[config.mk]
export PLATFORM = sky130hd
export DESIGN_NAME = dmx8_4bits_scatter_flat
export DESIGN_NICKNAME = d
export VERILOG_FILES = /design/src/rtl/dmx8_4bits_scatter_if.sv /design/src/rtl/dmx8_4bits_scatter.sv /design/src/flat_wrapper.sv
export SDC_FILE = /design/constraint.sdc
export NUM_CORES = 1
export LEC_CHECK = 0
export CAP_MARGIN = 5
export CORE_UTILIZATION = 48
export DETAILED_ROUTE_END_ITERATION = 10
export PLACE_DENSITY = 0.9
export SYNTH_ARGS = -nofsm -noshare
export SYNTH_HDL_FRONTEND = slang
export SYNTH_SLANG_ARGS = --single-unit
[constraint.sdc]
create_clock -name clk -period 2.3 [get_ports clk]
set_input_delay 0.23 -clock clk [delete_from_list [all_inputs] [get_ports clk]]
set_output_delay 0.23 -clock clk [all_outputs]
set_load 0.05 [all_outputs]
[src/rtl/dmx8_4bits_scatter_if.sv]
// dmx8_4bits_scatter_if: control, stream and register-bank signals of the 4-bit scatter demux
interface dmx8_4bits_scatter_if #(parameter int WIDTH = 4);
    logic clr, wr, start, in_valid, in_ready, s2, s1, s0, busy, done;
    logic [WIDTH-1:0] d, a, b, c, d_o, e, f, g, h;
    logic [7:0] vld;
    modport master (
        output clr, d, s2, s1, s0, wr, start, in_valid,
        input in_ready, a, b, c, d_o, e, f, g, h, vld, busy, done
    );
    modport slave (
        input clr, d, s2, s1, s0, wr, start, in_valid,
        output in_ready, a, b, c, d_o, e, f, g, h, vld, busy, done
    );
endinterface

[src/rtl/dmx8_4bits_scatter.sv]
// dmx8_4bits_scatter: registered 1-to-8 word demux with direct writes and an in-order stream fill
module dmx8_4bits_scatter #(
    parameter int WIDTH = 4,
    parameter int LAST = 7
) (
    input logic clk,
    input logic reset,
    dmx8_4bits_scatter_if.slave bus
);
    typedef enum logic [1:0] {IDLE, FILL, DONE} state_t;
    localparam logic [2:0] LAST_P = 3'(LAST);
    state_t state;
    logic [WIDTH-1:0] regs [8];
    logic [7:0] vld;
    logic [2:0] ptr;
    logic in_ready, busy, done;
    logic [2:0] sel;
    assign sel = {bus.s2, bus.s1, bus.s0};
    // in_ready/busy/done are kept as registers mirroring the state so outputs never see decode glitches
    always_ff @(posedge clk) begin
        if (reset || bus.clr) begin
            regs <= '{default: '0};
            vld <= '0;
            ptr <= '0;
            state <= IDLE;
            in_ready <= 1'b0;
            busy <= 1'b0;
            done <= 1'b0;
        end else begin
            case (state)
                IDLE: begin
                    if (bus.start) begin
                        vld <= '0;
                        ptr <= '0;
                        state <= FILL;
                        in_ready <= 1'b1;
                        busy <= 1'b1;
                    end else if (bus.wr) begin
                        regs[sel] <= bus.d;
                        vld[sel] <= 1'b1;
                    end
                end
                FILL: begin
                    if (bus.in_valid && in_ready) begin
                        regs[ptr] <= bus.d;
                        vld[ptr] <= 1'b1;
                        if (ptr == LAST_P) begin
                            state <= DONE;
                            in_ready <= 1'b0;
                            done <= 1'b1;
                        end else begin
                            ptr <= ptr + 3'd1;
                        end
                    end
                end
                DONE: begin
                    state <= IDLE;
                    ptr <= '0;
                    busy <= 1'b0;
                    done <= 1'b0;
                end
                default: state <= IDLE;
            endcase
        end
    end
    assign bus.a = regs[0];
    assign bus.b = regs[1];
    assign bus.c = regs[2];
    assign bus.d_o = regs[3];
    assign bus.e = regs[4];
    assign bus.f = regs[5];
    assign bus.g = regs[6];
    assign bus.h = regs[7];
    assign bus.vld = vld;
    assign bus.in_ready = in_ready;
    assign bus.busy = busy;
    assign bus.done = done;
endmodule

[src/flat_wrapper.sv]
// flat-port wrapper written by rule: the top's interface ports become plain ports
module dmx8_4bits_scatter_flat 
#(
    parameter int WIDTH = 4,
    parameter int LAST = 7
)
  (clk, reset, bus_clr, bus_d, bus_s2, bus_s1, bus_s0, bus_wr, bus_start, bus_in_valid, bus_in_ready, bus_a, bus_b, bus_c, bus_d_o, bus_e, bus_f, bus_g, bus_h, bus_vld, bus_busy, bus_done);
  dmx8_4bits_scatter_if #(.WIDTH(WIDTH)) bus_i ();
  input logic clk;
  input logic reset;
  input wire logic [$bits(bus_i.clr)-1:0] bus_clr;
  input wire logic [$bits(bus_i.d)-1:0] bus_d;
  input wire logic [$bits(bus_i.s2)-1:0] bus_s2;
  input wire logic [$bits(bus_i.s1)-1:0] bus_s1;
  input wire logic [$bits(bus_i.s0)-1:0] bus_s0;
  input wire logic [$bits(bus_i.wr)-1:0] bus_wr;
  input wire logic [$bits(bus_i.start)-1:0] bus_start;
  input wire logic [$bits(bus_i.in_valid)-1:0] bus_in_valid;
  output wire logic [$bits(bus_i.in_ready)-1:0] bus_in_ready;
  output wire logic [$bits(bus_i.a)-1:0] bus_a;
  output wire logic [$bits(bus_i.b)-1:0] bus_b;
  output wire logic [$bits(bus_i.c)-1:0] bus_c;
  output wire logic [$bits(bus_i.d_o)-1:0] bus_d_o;
  output wire logic [$bits(bus_i.e)-1:0] bus_e;
  output wire logic [$bits(bus_i.f)-1:0] bus_f;
  output wire logic [$bits(bus_i.g)-1:0] bus_g;
  output wire logic [$bits(bus_i.h)-1:0] bus_h;
  output wire logic [$bits(bus_i.vld)-1:0] bus_vld;
  output wire logic [$bits(bus_i.busy)-1:0] bus_busy;
  output wire logic [$bits(bus_i.done)-1:0] bus_done;
  assign bus_i.clr = bus_clr;
  assign bus_i.d = bus_d;
  assign bus_i.s2 = bus_s2;
  assign bus_i.s1 = bus_s1;
  assign bus_i.s0 = bus_s0;
  assign bus_i.wr = bus_wr;
  assign bus_i.start = bus_start;
  assign bus_i.in_valid = bus_in_valid;
  assign bus_in_ready = bus_i.in_ready;
  assign bus_a = bus_i.a;
  assign bus_b = bus_i.b;
  assign bus_c = bus_i.c;
  assign bus_d_o = bus_i.d_o;
  assign bus_e = bus_i.e;
  assign bus_f = bus_i.f;
  assign bus_g = bus_i.g;
  assign bus_h = bus_i.h;
  assign bus_vld = bus_i.vld;
  assign bus_busy = bus_i.busy;
  assign bus_done = bus_i.done;
  dmx8_4bits_scatter #(.WIDTH(WIDTH), .LAST(LAST)) u_core (.clk(clk), .reset(reset), .bus(bus_i));
endmodule
==> results of run 1 <==
==> layer usage <==
layer,track usage (%),up-vias,routed length [um]
li1,-,901,-
met1,31.2,898,2170
met2,40.8,68,2570
met3,3.45,5,263
met4,8.42,0,60
met5,0,-,0
==> power by group through the flow <==
stage / registers, uW / logic, uW / clock network [uW]
6_report: 851 / 254 / 634
5_1_grt: 852 / 273 / 685
4_1_cts: 851 / 250 / 649
3_5_place_dp: 870 / 248 / 0
3_3_place_gp: 870 / 241 / 0
2_1_floorplan: 901 / 132 / 0
==> stage by stage <==
step | instances | setup WS, ps | hold slack [ps] | total power [uW]
floorplan | 227 | 403 | 478 | 1030
detailed placement | 329 | 152 | 448 | 1120
finish | 337 | 178 | 457 | 1740
global placement | 329 | 254 | 437 | 1110
CTS | 337 | 176 | 460 | 1750
global route | 337 | 40.9 | 492 | 1810
==> cell type report <==
type	count	area (um2)
repair buffers	61	596
well taps	50	62.6
fillers	333	1270
clock buffers	6	82.6
multi-input cells	165	1120
flip-flops and latches	48	961
inverters	5	18.8
clock inverters	2	38.8
==> cells in the final DEF, fill, tap and decap left out, types with 2 or more instances in the layout <==
cell type,count
mux2i_1,35
ha_1,7
inv_1,5
clkdlybuf4s50_1,55
buf_4,6
a21oi_1,12
o31ai_1,3
dfxtp_1,48
or4b_1,2
nor3b_1,2
nor3_1,3
or2_2,2
clkbuf_8,6
nand2b_1,2
nor2_1,13
o21ai_0,4
nand3b_1,4
nand2_1,50
nor2b_1,3
==> critical path, delay by kind of cell, from the launching register on <==
family          cells  cell delay, ps
mux                 1             210
compound gates      1             160
buf+inv             2             300
fa+ha+maj           1             440
flops               1             330
simple gates        2             620
==> worst max path at each step <==
| stage | depth (start not counted) | endpoint | startpoint | slack [ps] |
|---|---|---|---|---|
| global route | 7 | u_core.ptr[0]$_SDFFE_PP0P_ | u_core.state[1]$_SDFFE_PP0P_ | 40 |
| detailed placement | 5 | u_core.bus.a[3]$_SDFFE_PP0P_ | bus_start | 150 |
| finish | 7 | u_core.bus.a[3]$_SDFFE_PP0P_ | u_core.state[1]$_SDFFE_PP0P_ | 180 |
| global placement | 5 | u_core.bus.a[1]$_SDFFE_PP0P_ | bus_start | 250 |
| CTS | 7 | u_core.bus.a[1]$_SDFFE_PP0P_ | u_core.state[1]$_SDFFE_PP0P_ | 180 |
| floorplan | 7 | u_core.ptr[0]$_SDFFE_PP0P_ | u_core.state[1]$_SDFFE_PP0P_ | 400 |
==> sequential cells by signal, indices dropped and copies added (netlist names) <==
signal               count
u_core.bus.done          1
u_core.bus.c             4
u_core.bus.g             4
u_core.bus.d_o           4
u_core.bus.h             4
u_core.bus.vld           8
u_core.bus.e             4
u_core.bus.b             4
u_core.bus.in_ready      1
u_core.ptr               3
u_core.bus.a             4
u_core.bus.f             4
u_core.state             2
u_core.bus.busy          1
==> cell families (layout without fill, tap and decap cells) <==
family | Yosys count | after routing | share of synthesized area (%)
flip-flops | 48 | 48 | 44.9
adder cells (fa/ha/maj) | 7 | 7 | 4.10
AO/OA/AOI/OAI | 31 | 31 | 10.7
buffers and inverters | 14 | 74 | 3.10
AND/OR/NAND/NOR | 91 | 91 | 20.3
multiplexers | 36 | 36 | 16.9
==> summary.log, run 1 <==
INFO  critical_path  timing.setup.critical_path_class=flop to flop
INFO  drt            drt_iter0_markers=175
INFO  finish         final_core_util=69.4%
INFO  worst_hold_path min_delay_path_depth=2
INFO  cts            cts_inserted_buffers=5
INFO  timing         fmax=471MHz
INFO  power          p_sw=438uW
INFO  power          switching_share=25.2%
INFO  grt            vias_in_the_first_global_route=1770
INFO  worst_hold_path hold_class=flop to flop
INFO  floorplan      core_area=4140um2
INFO  power          pwr_density_cell=604nW/um2
INFO  finish         layout.nets=306
INFO  cts            post_cts_buffers=0
INFO  finish         num_antenna_cells=0
INFO  placement      detailed_place.area=2750um2
INFO  synth          netlist_top_cells_area=dfxtp_1, mux2i_1, nand2_1, ha_1, a21oi_1
INFO  timing         worst_slew_pin_slew=520ps
INFO  placement      dp.final_hpwl=3.58mm
INFO  cts            cts_root_buf=clkbuf_8
INFO  timing         final-max-slew-violation-count=0
INFO  cts            clk_latency=300ps
INFO  synth          syn_area_per_cell=9.42um2
INFO  cts            cts.repair.resized=0
INFO  finish         design_area=2880um2
INFO  cts            number_of_buffers_inserted_for_hold_repair_after_clock_tree_synthesis=0
INFO  cts            htree_num_levels=2
INFO  critical_path  timing.critical_path.to_type=flop
INFO  timing         max_slew_margin=65.1%
INFO  critical_path  critPathLaunchType=flop
INFO  power          p_int=1300uW
INFO  timing         setup-tns-final=0ps
INFO  critical_path  timing.rr.end=u_core.bus.a[3]$_SDFFE_PP0P_
INFO  synth          netlist.area_leader.share=44.9%
INFO  placement      globalplace.congestion=0.917
INFO  critical_path  worst_ep_required_time=2530ps
INFO  power          irDropWorstVdd=0.395mV
INFO  critical_path  reg2regPathDepth=7
INFO  grt            grt-ovfl-total=0
INFO  cts            cts_buffer_depth=2
INFO  grt            grt_max_degree=22
INFO  drt            detailedRoute.firstPassIterationCount=4
INFO  cts            cts_num_sinks=48
INFO  run            maxCapViolations=0
INFO  synth          netlist_instances=227
INFO  synth          ys.warnings.count=0
INFO  floorplan      ioPinCount=56
INFO  floorplan      floorplan.initialDensity=51.6%
INFO  status         outcome=finished, final reports clean
INFO  synth          most_instantiated_library_cell_after_synthesis=nand2_1
INFO  synth          synth-edff-count=0
INFO  power          total_leakage_power=0.00119uW
INFO  power          power.share.combinational=14.6%
INFO  critical_path  timing.critical_path.cells=inv_1, ha_1, or2b_1, o32ai_1, buf_4, and3_1, mux2i_1
INFO  synth          yosysUniqueCellTypes=42
INFO  synth          synth_top_cell_by_area=dfxtp_1
INFO  synth          ys_seq_elements=48
INFO  timing         rsz0062_at_grt=no
INFO  drt            final_antenna_net_count=0
INFO  drt            drc=0
INFO  critical_path  crit-reg2reg-launch=u_core.state[1]$_SDFFE_PP0P_
INFO  synth          ys_dominant_reg_cell=dfxtp_1
INFO  worst_hold_path whs_endpoint=u_core.bus.vld[6]$_SDFFE_PP0P_
INFO  timing         post-route-min-period=2120ps
INFO  critical_path  path_max_fanout=13
INFO  floorplan      dieArea=4730um2
INFO  timing         final.setup_skew=13.4ps
INFO  cts            worst_path_clk_slew=90ps
INFO  cts            clock_tree_from_tritoncts=yes
INFO  timing         period_utilization=92.3%
INFO  floorplan      floorplan_row_count=23
INFO  timing         finalSetupViolCount=0
INFO  floorplan      floorplan.die.height=68.7um
INFO  worst_hold_path hold_start=u_core.bus.vld[6]$_SDFFE_PP0P_
INFO  power          power.share.clock=36.5%
INFO  floorplan      die_x=68.7um
INFO  placement      io_buffers=55
INFO  drt            vias_per_cell=5.55
INFO  synth          synth.cell_area=2140um2
INFO  finish         area_growth_from_synthesis_to_layout=34.6%
INFO  drt            detail_route.wl_per_cell=15.0um
INFO  grt            first_pass_grt_wire_length=8.25mm
INFO  grt            antenna_found_initial=0
INFO  synth          synth.yosys.seq_area_share=44.9%
INFO  timing         timing_hold_violations_final=0
INFO  grt            gr-usage-all-layers=24.1%
INFO  drt            route.vias.total=1872
INFO  critical_path  critical_path_arrival=2350ps
INFO  drt            routed_wire_length=5.06mm
INFO  critical_path  max_stage_delay=440ps
INFO  synth          async_reset_ff_share=0%
INFO  critical_path  critical-path-slowest-cell=ha_1
INFO  synth          synth_nets=247
INFO  power          seq_power_share=48.9%
INFO  synth          synth_common_cells=nand2_1, dfxtp_1, mux2i_1
INFO  critical_path  regToRegSetupSlack=180ps
INFO  finish         drive_above_1_share=8.01%
(Power assumes the default switching activity.)
==> run 2: changes to the inputs <==
CORE_UTILIZATION = 52   (was 48)
PLACE_DENSITY = 0.95   (was 0.9)
clock period = 2.6 ns   (was 2.3 ns; I/O delays follow)
==> summary.log, run 2 (same netlist as run 1, synthesis figures left out) <==
INFO  critical_path  max_stage_delay=440ps
INFO  floorplan      ioPinCount=56
INFO  drt            route.vias.total=1947
INFO  power          p_sw=392uW
INFO  timing         period_utilization=87.8%
INFO  timing         rsz0062_at_grt=no
INFO  timing         worst_slew_pin_slew=679ps
INFO  critical_path  worst_ep_required_time=2830ps
INFO  finish         area_growth_from_synthesis_to_layout=31.9%
INFO  placement      io_buffers=55
INFO  timing         final-max-slew-violation-count=0
INFO  finish         most_frequent_cells_in_the_layout=clkdlybuf4s50_1, nand2_1, dfxtp_1
INFO  grt            grt-ovfl-total=0
INFO  critical_path  critical_path_arrival=2510ps
INFO  finish         layout.nets=303
INFO  placement      globalplace.congestion=0.853
INFO  floorplan      floorplan.die.height=66.1um
INFO  drt            drc=0
INFO  cts            post_cts_buffers=0
INFO  drt            vias_per_cell=5.88
INFO  floorplan      floorplan.initialDensity=56.3%
INFO  timing         setup-tns-final=0ps
INFO  grt            grt_max_degree=23
INFO  cts            cts_buffer_depth=2
INFO  critical_path  worst-path-buf-inv=1
INFO  timing         final.setup_skew=6.44ps
INFO  timing         post-route-min-period=2280ps
INFO  timing         timing_hold_violations_final=0
INFO  grt            vias_in_the_first_global_route=1906
INFO  status         outcome=finished, final reports clean
INFO  grt            gr-usage-all-layers=27.7%
INFO  critical_path  critical-path-slowest-cell=ha_2
INFO  placement      dp.final_hpwl=3.91mm
INFO  power          switching_share=27.3%
INFO  drt            detailedRoute.firstPassIterationCount=5
INFO  finish         ff_latch_area=961um2
INFO  cts            cts_num_sinks=48
INFO  finish         num_antenna_cells=0
INFO  timing         fmax=438MHz
INFO  grt            antenna_found_initial=0
INFO  finish         num-fill-cells=276
INFO  critical_path  timing.critical_path.cells=inv_1, ha_2, or2b_1, o32ai_1, and3_1, mux2i_1
INFO  finish         multiInputGateArea=1120um2
INFO  cts            htree_num_levels=2
INFO  power          pwr_density_cell=509nW/um2
INFO  drt            final_antenna_net_count=0
INFO  critical_path  critPathTopFamily=simple AND/OR/NAND/NOR gates
INFO  worst_hold_path hold_class=flop to flop
INFO  power          irDropWorstVdd=0.530mV
INFO  drt            detail_route.wl_per_cell=16.9um
INFO  placement      post-place-cells=324
INFO  cts            worst_path_clk_slew=90ps
INFO  cts            cts_root_buf=clkbuf_8
INFO  grt            first_pass_grt_wire_length=8.89mm
INFO  critical_path  critPathLaunchType=flop
INFO  power          seq_power_share=52.4%
INFO  finish         largest-register=u_core.bus.vld
INFO  critical_path  path_max_fanout=22
INFO  timing         finalSetupViolCount=0
INFO  timing         max_slew_margin=54.6%
INFO  drt            routed_wire_length=5.59mm
INFO  run            maxCapViolations=0
INFO  power          total_leakage_power=0.00116uW
INFO  power          power.share.clock=32.1%
INFO  cts            clock_tree_from_tritoncts=yes
INFO  finish         final_cell_count_no_fill=331
INFO  floorplan      floorplan_row_count=22
INFO  critical_path  timing.critical_path.to_type=flop
INFO  floorplan      core_area=3800um2
INFO  power          p_int=1040uW
INFO  floorplan      die_x=66.1um
INFO  cts            cts_inserted_buffers=5
INFO  finish         final_common_cell=clkdlybuf4s50_1
INFO  cts            clk_latency=300ps
INFO  power          power.share.combinational=15.5%
INFO  critical_path  timing.setup.critical_path_class=flop to flop
INFO  finish         largest_reg_flops=8
INFO  finish         drive_above_1_share=6.71%
INFO  floorplan      dieArea=4370um2
INFO  drt            drt_iter0_markers=111
-- run 2: what timing repair did --
item,4_1_cts,5_1_grt
resized for setup,0,1
setup endpoints to repair,0,1
hold buffers,0,0
-- run 2: final cells by class --
class | instances | share of cell area (%)
multi-input combinational | 165 | 39.6
sequential | 48 | 34.1
timing repair buffer | 58 | 20.3
clock buffer | 6 | 2.93
tap | 48 | 2.13
inverter | 5 | 0.665
clock inverter | 1 | 0.311
-- run 2: final timing paths --
check / from / end / slack (ps) / depth (start not counted)
worst max-delay path: u_core.state[1]$_SDFFE_PP0P_ / u_core.bus.a[3]$_SDFFE_PP0P_ / 320 / 6
worst min register to register: u_core.bus.vld[6]$_SDFFE_PP0P_ / u_core.bus.vld[6]$_SDFFE_PP0P_ / 460 / 2
worst max register to register: u_core.state[1]$_SDFFE_PP0P_ / u_core.bus.a[3]$_SDFFE_PP0P_ / 320 / 6
worst min-delay path: u_core.bus.vld[6]$_SDFFE_PP0P_ / u_core.bus.vld[6]$_SDFFE_PP0P_ / 460 / 2
-- run 2: metrics by stage --
step,util (%),hold slack (ps),instance area (um2),total power [uW],worst slack (ps)
2_1_floorplan,-,478,2140,915,703
3_3_place_gp,71.8,438,2730,978,453
3_5_place_dp,71.8,446,2730,986,188
4_1_cts,74.2,458,2820,1430,172
5_1_grt,74.2,494,2820,1490,210
6_report,74.2,456,2820,1440,318
-- run 2: worst register-to-register path, stage by stage, from the launching register on --
cell and delay [ps]:
dfxtp_1 330, inv_1 120, ha_2 440, or2b_1 310, o32ai_1 360, and3_1 410
mux2i_1 240
-- run 2: power by group through the flow --
stage / sequential [uW] / combinational [uW] / clock, uW
2_1_floorplan: 797 / 117 / 0
3_3_place_gp: 769 / 209 / 0
3_5_place_dp: 770 / 216 / 0
4_1_cts: 753 / 218 / 463
5_1_grt: 754 / 236 / 502
6_report: 753 / 223 / 460
-- run 2: metal layers --
layer | routed length [um] | track usage [%] | up-vias
li1 | - | - | 901
met1 | 2310 | 32.8 | 902
met2 | 2620 | 43.8 | 114
met3 | 466 | 10.7 | 30
met4 | 181 | 13.3 | 0
met5 | 0 | 0 | -
==> run 3: changes to the inputs <==
CORE_UTILIZATION = 40   (was 52)
PLACE_DENSITY = 0.79   (was 0.95)
==> summary.log, run 3 (same netlist as run 1, synthesis figures left out) <==
INFO  status         outcome=finished, final reports clean
INFO  timing         post-route-worst-setup-slack=304ps
INFO  finish         area_growth_from_synthesis_to_layout=33.1%
INFO  floorplan      floorplan.die.height=75.1um
INFO  cts            number_of_buffers_inserted_for_hold_repair_after_clock_tree_synthesis=0
INFO  timing         max_slew_margin=55.9%
INFO  placement      globalplace.congestion=0.801
INFO  drt            final_antenna_net_count=0
INFO  drt            routed_wire_length=4.96mm
INFO  worst_hold_path hold_class=flop to flop
INFO  finish         layout.nets=303
INFO  drt            detailedRoute.firstPassIterationCount=4
INFO  placement      dp.final_hpwl=3.60mm
INFO  finish         multiInputGateArea=1110um2
INFO  critical_path  critPathLaunchType=flop
INFO  run            maxCapViolations=0
INFO  critical_path  critical_path_arrival=2520ps
INFO  cts            cts_inserted_buffers=5
INFO  finish         largest_reg_flops=8
INFO  finish         final_common_cell=clkdlybuf4s50_1
INFO  power          power.share.combinational=15.0%
INFO  finish         design_area=2850um2
INFO  placement      io_buffers=55
INFO  critical_path  timing.critical_path.to_type=flop
INFO  critical_path  path_max_fanout=22
INFO  grt            grt_max_degree=23
INFO  power          pwr_density_cell=503nW/um2
INFO  power          p_sw=388uW
INFO  grt            antenna_found_initial=0
INFO  drt            route.vias.total=1780
INFO  finish         most_frequent_cells_in_the_layout=clkdlybuf4s50_1, nand2_1, dfxtp_1
INFO  power          total_leakage_power=0.00116uW
INFO  finish         ff_latch_area=961um2
INFO  grt            vias_in_the_first_global_route=1628
INFO  timing         fmax=436MHz
INFO  power          irDropWorstVdd=0.283mV
INFO  finish         num_antenna_cells=0
INFO  floorplan      floorplan_row_count=26
INFO  finish         drive_above_1_share=6.36%
INFO  timing         period_utilization=88.3%
INFO  timing         finalSetupViolCount=0
INFO  drt            detail_route.wl_per_cell=14.1um
INFO  cts            worst_path_clk_slew=90ps
INFO  critical_path  worst_ep_required_time=2830ps
INFO  cts            clock_tree_from_tritoncts=yes
INFO  drt            drc=0
INFO  cts            post_cts_buffers=0
INFO  power          seq_power_share=52.6%
INFO  grt            grt-ovfl-total=0
INFO  placement      detailed_place.area=2750um2
INFO  cts            clk_latency=300ps
INFO  timing         setup-tns-final=0ps
INFO  finish         final_core_util=55.4%
INFO  floorplan      dieArea=5640um2
INFO  timing         rsz0062_at_grt=no
INFO  floorplan      floorplan.initialDensity=41.6%
INFO  placement      place_worst_setup_slack=354ps
INFO  timing         final-max-slew-violation-count=0
INFO  finish         largest-register=u_core.bus.vld
INFO  cts            cts_root_buf=clkbuf_8
INFO  finish         num-fill-cells=498
INFO  drt            drt_iter0_markers=124
INFO  timing         post-route-min-period=2300ps
INFO  critical_path  timing.setup.critical_path_class=flop to flop
INFO  floorplan      die_x=75.1um
INFO  grt            gr-usage-all-layers=18.1%
INFO  floorplan      core_area=5140um2
INFO  grt            first_pass_grt_wire_length=7.72mm
INFO  power          p_int=1040uW
INFO  cts            cts_num_sinks=48
INFO  power          switching_share=27.1%
INFO  power          power.share.clock=32.4%
INFO  drt            vias_per_cell=5.04
INFO  cts            cts.repair.resized=0
INFO  cts            cts_buffer_depth=2
INFO  floorplan      ioPinCount=56
INFO  timing         final.setup_skew=3.35ps
INFO  timing         worst_slew_pin_slew=662ps
INFO  timing         timing_hold_violations_final=0
INFO  cts            htree_num_levels=2
run 3: power by group through the flow:
| stage | logic (uW) | registers, uW | clock network, uW |
|---|---|---|---|
| global route | 231 | 754 | 495 |
| finish | 215 | 752 | 464 |
| CTS | 214 | 752 | 471 |
| global placement | 210 | 769 | 0 |
| floorplan | 117 | 797 | 0 |
| detailed placement | 212 | 770 | 0 |
run 3: area by class of cell:
class | count | area share [%]
clock buffer | 6 | 2.90
tap | 70 | 3.08
multi-input combinational | 165 | 39.1
timing repair buffer | 58 | 20.1
clock inverter | 1 | 0.308
inverter | 5 | 0.660
sequential | 48 | 33.8
run 3: stage by stage:
stage / hold WS [ps] / instances / power [uW]
floorplan: 478 / 227 / 915
finish: 451 / 353 / 1430
global placement: 436 / 346 / 980
CTS: 454 / 353 / 1440
global route: 464 / 353 / 1480
detailed placement: 440 / 346 / 982
run 3: per-layer routing:
layer,up-vias,track usage (%),routed length [um]
li1,897,-,-
met1,821,24.2,2350
met2,50,27.9,2250
met3,12,4.69,261
met4,0,7.13,102
met5,-,0,0
run 3: final timing paths:
path	cells after the start	end	start	slack [ps]
max	6	u_core.bus.a[2]$_SDFFE_PP0P_	u_core.state[1]$_SDFFE_PP0P_	300
min	2	u_core.bus.vld[6]$_SDFFE_PP0P_	u_core.bus.vld[6]$_SDFFE_PP0P_	450
max reg2reg	6	u_core.bus.a[2]$_SDFFE_PP0P_	u_core.state[1]$_SDFFE_PP0P_	300
min reg2reg	2	u_core.bus.vld[6]$_SDFFE_PP0P_	u_core.bus.vld[6]$_SDFFE_PP0P_	450
run 3: critical path: stages (launching register included):
cell     delay (ps)
dfxtp_1         330
inv_1           120
ha_1            600
or2b_1          300
o32ai_1         280
and3_1          370
mux2i_1         210
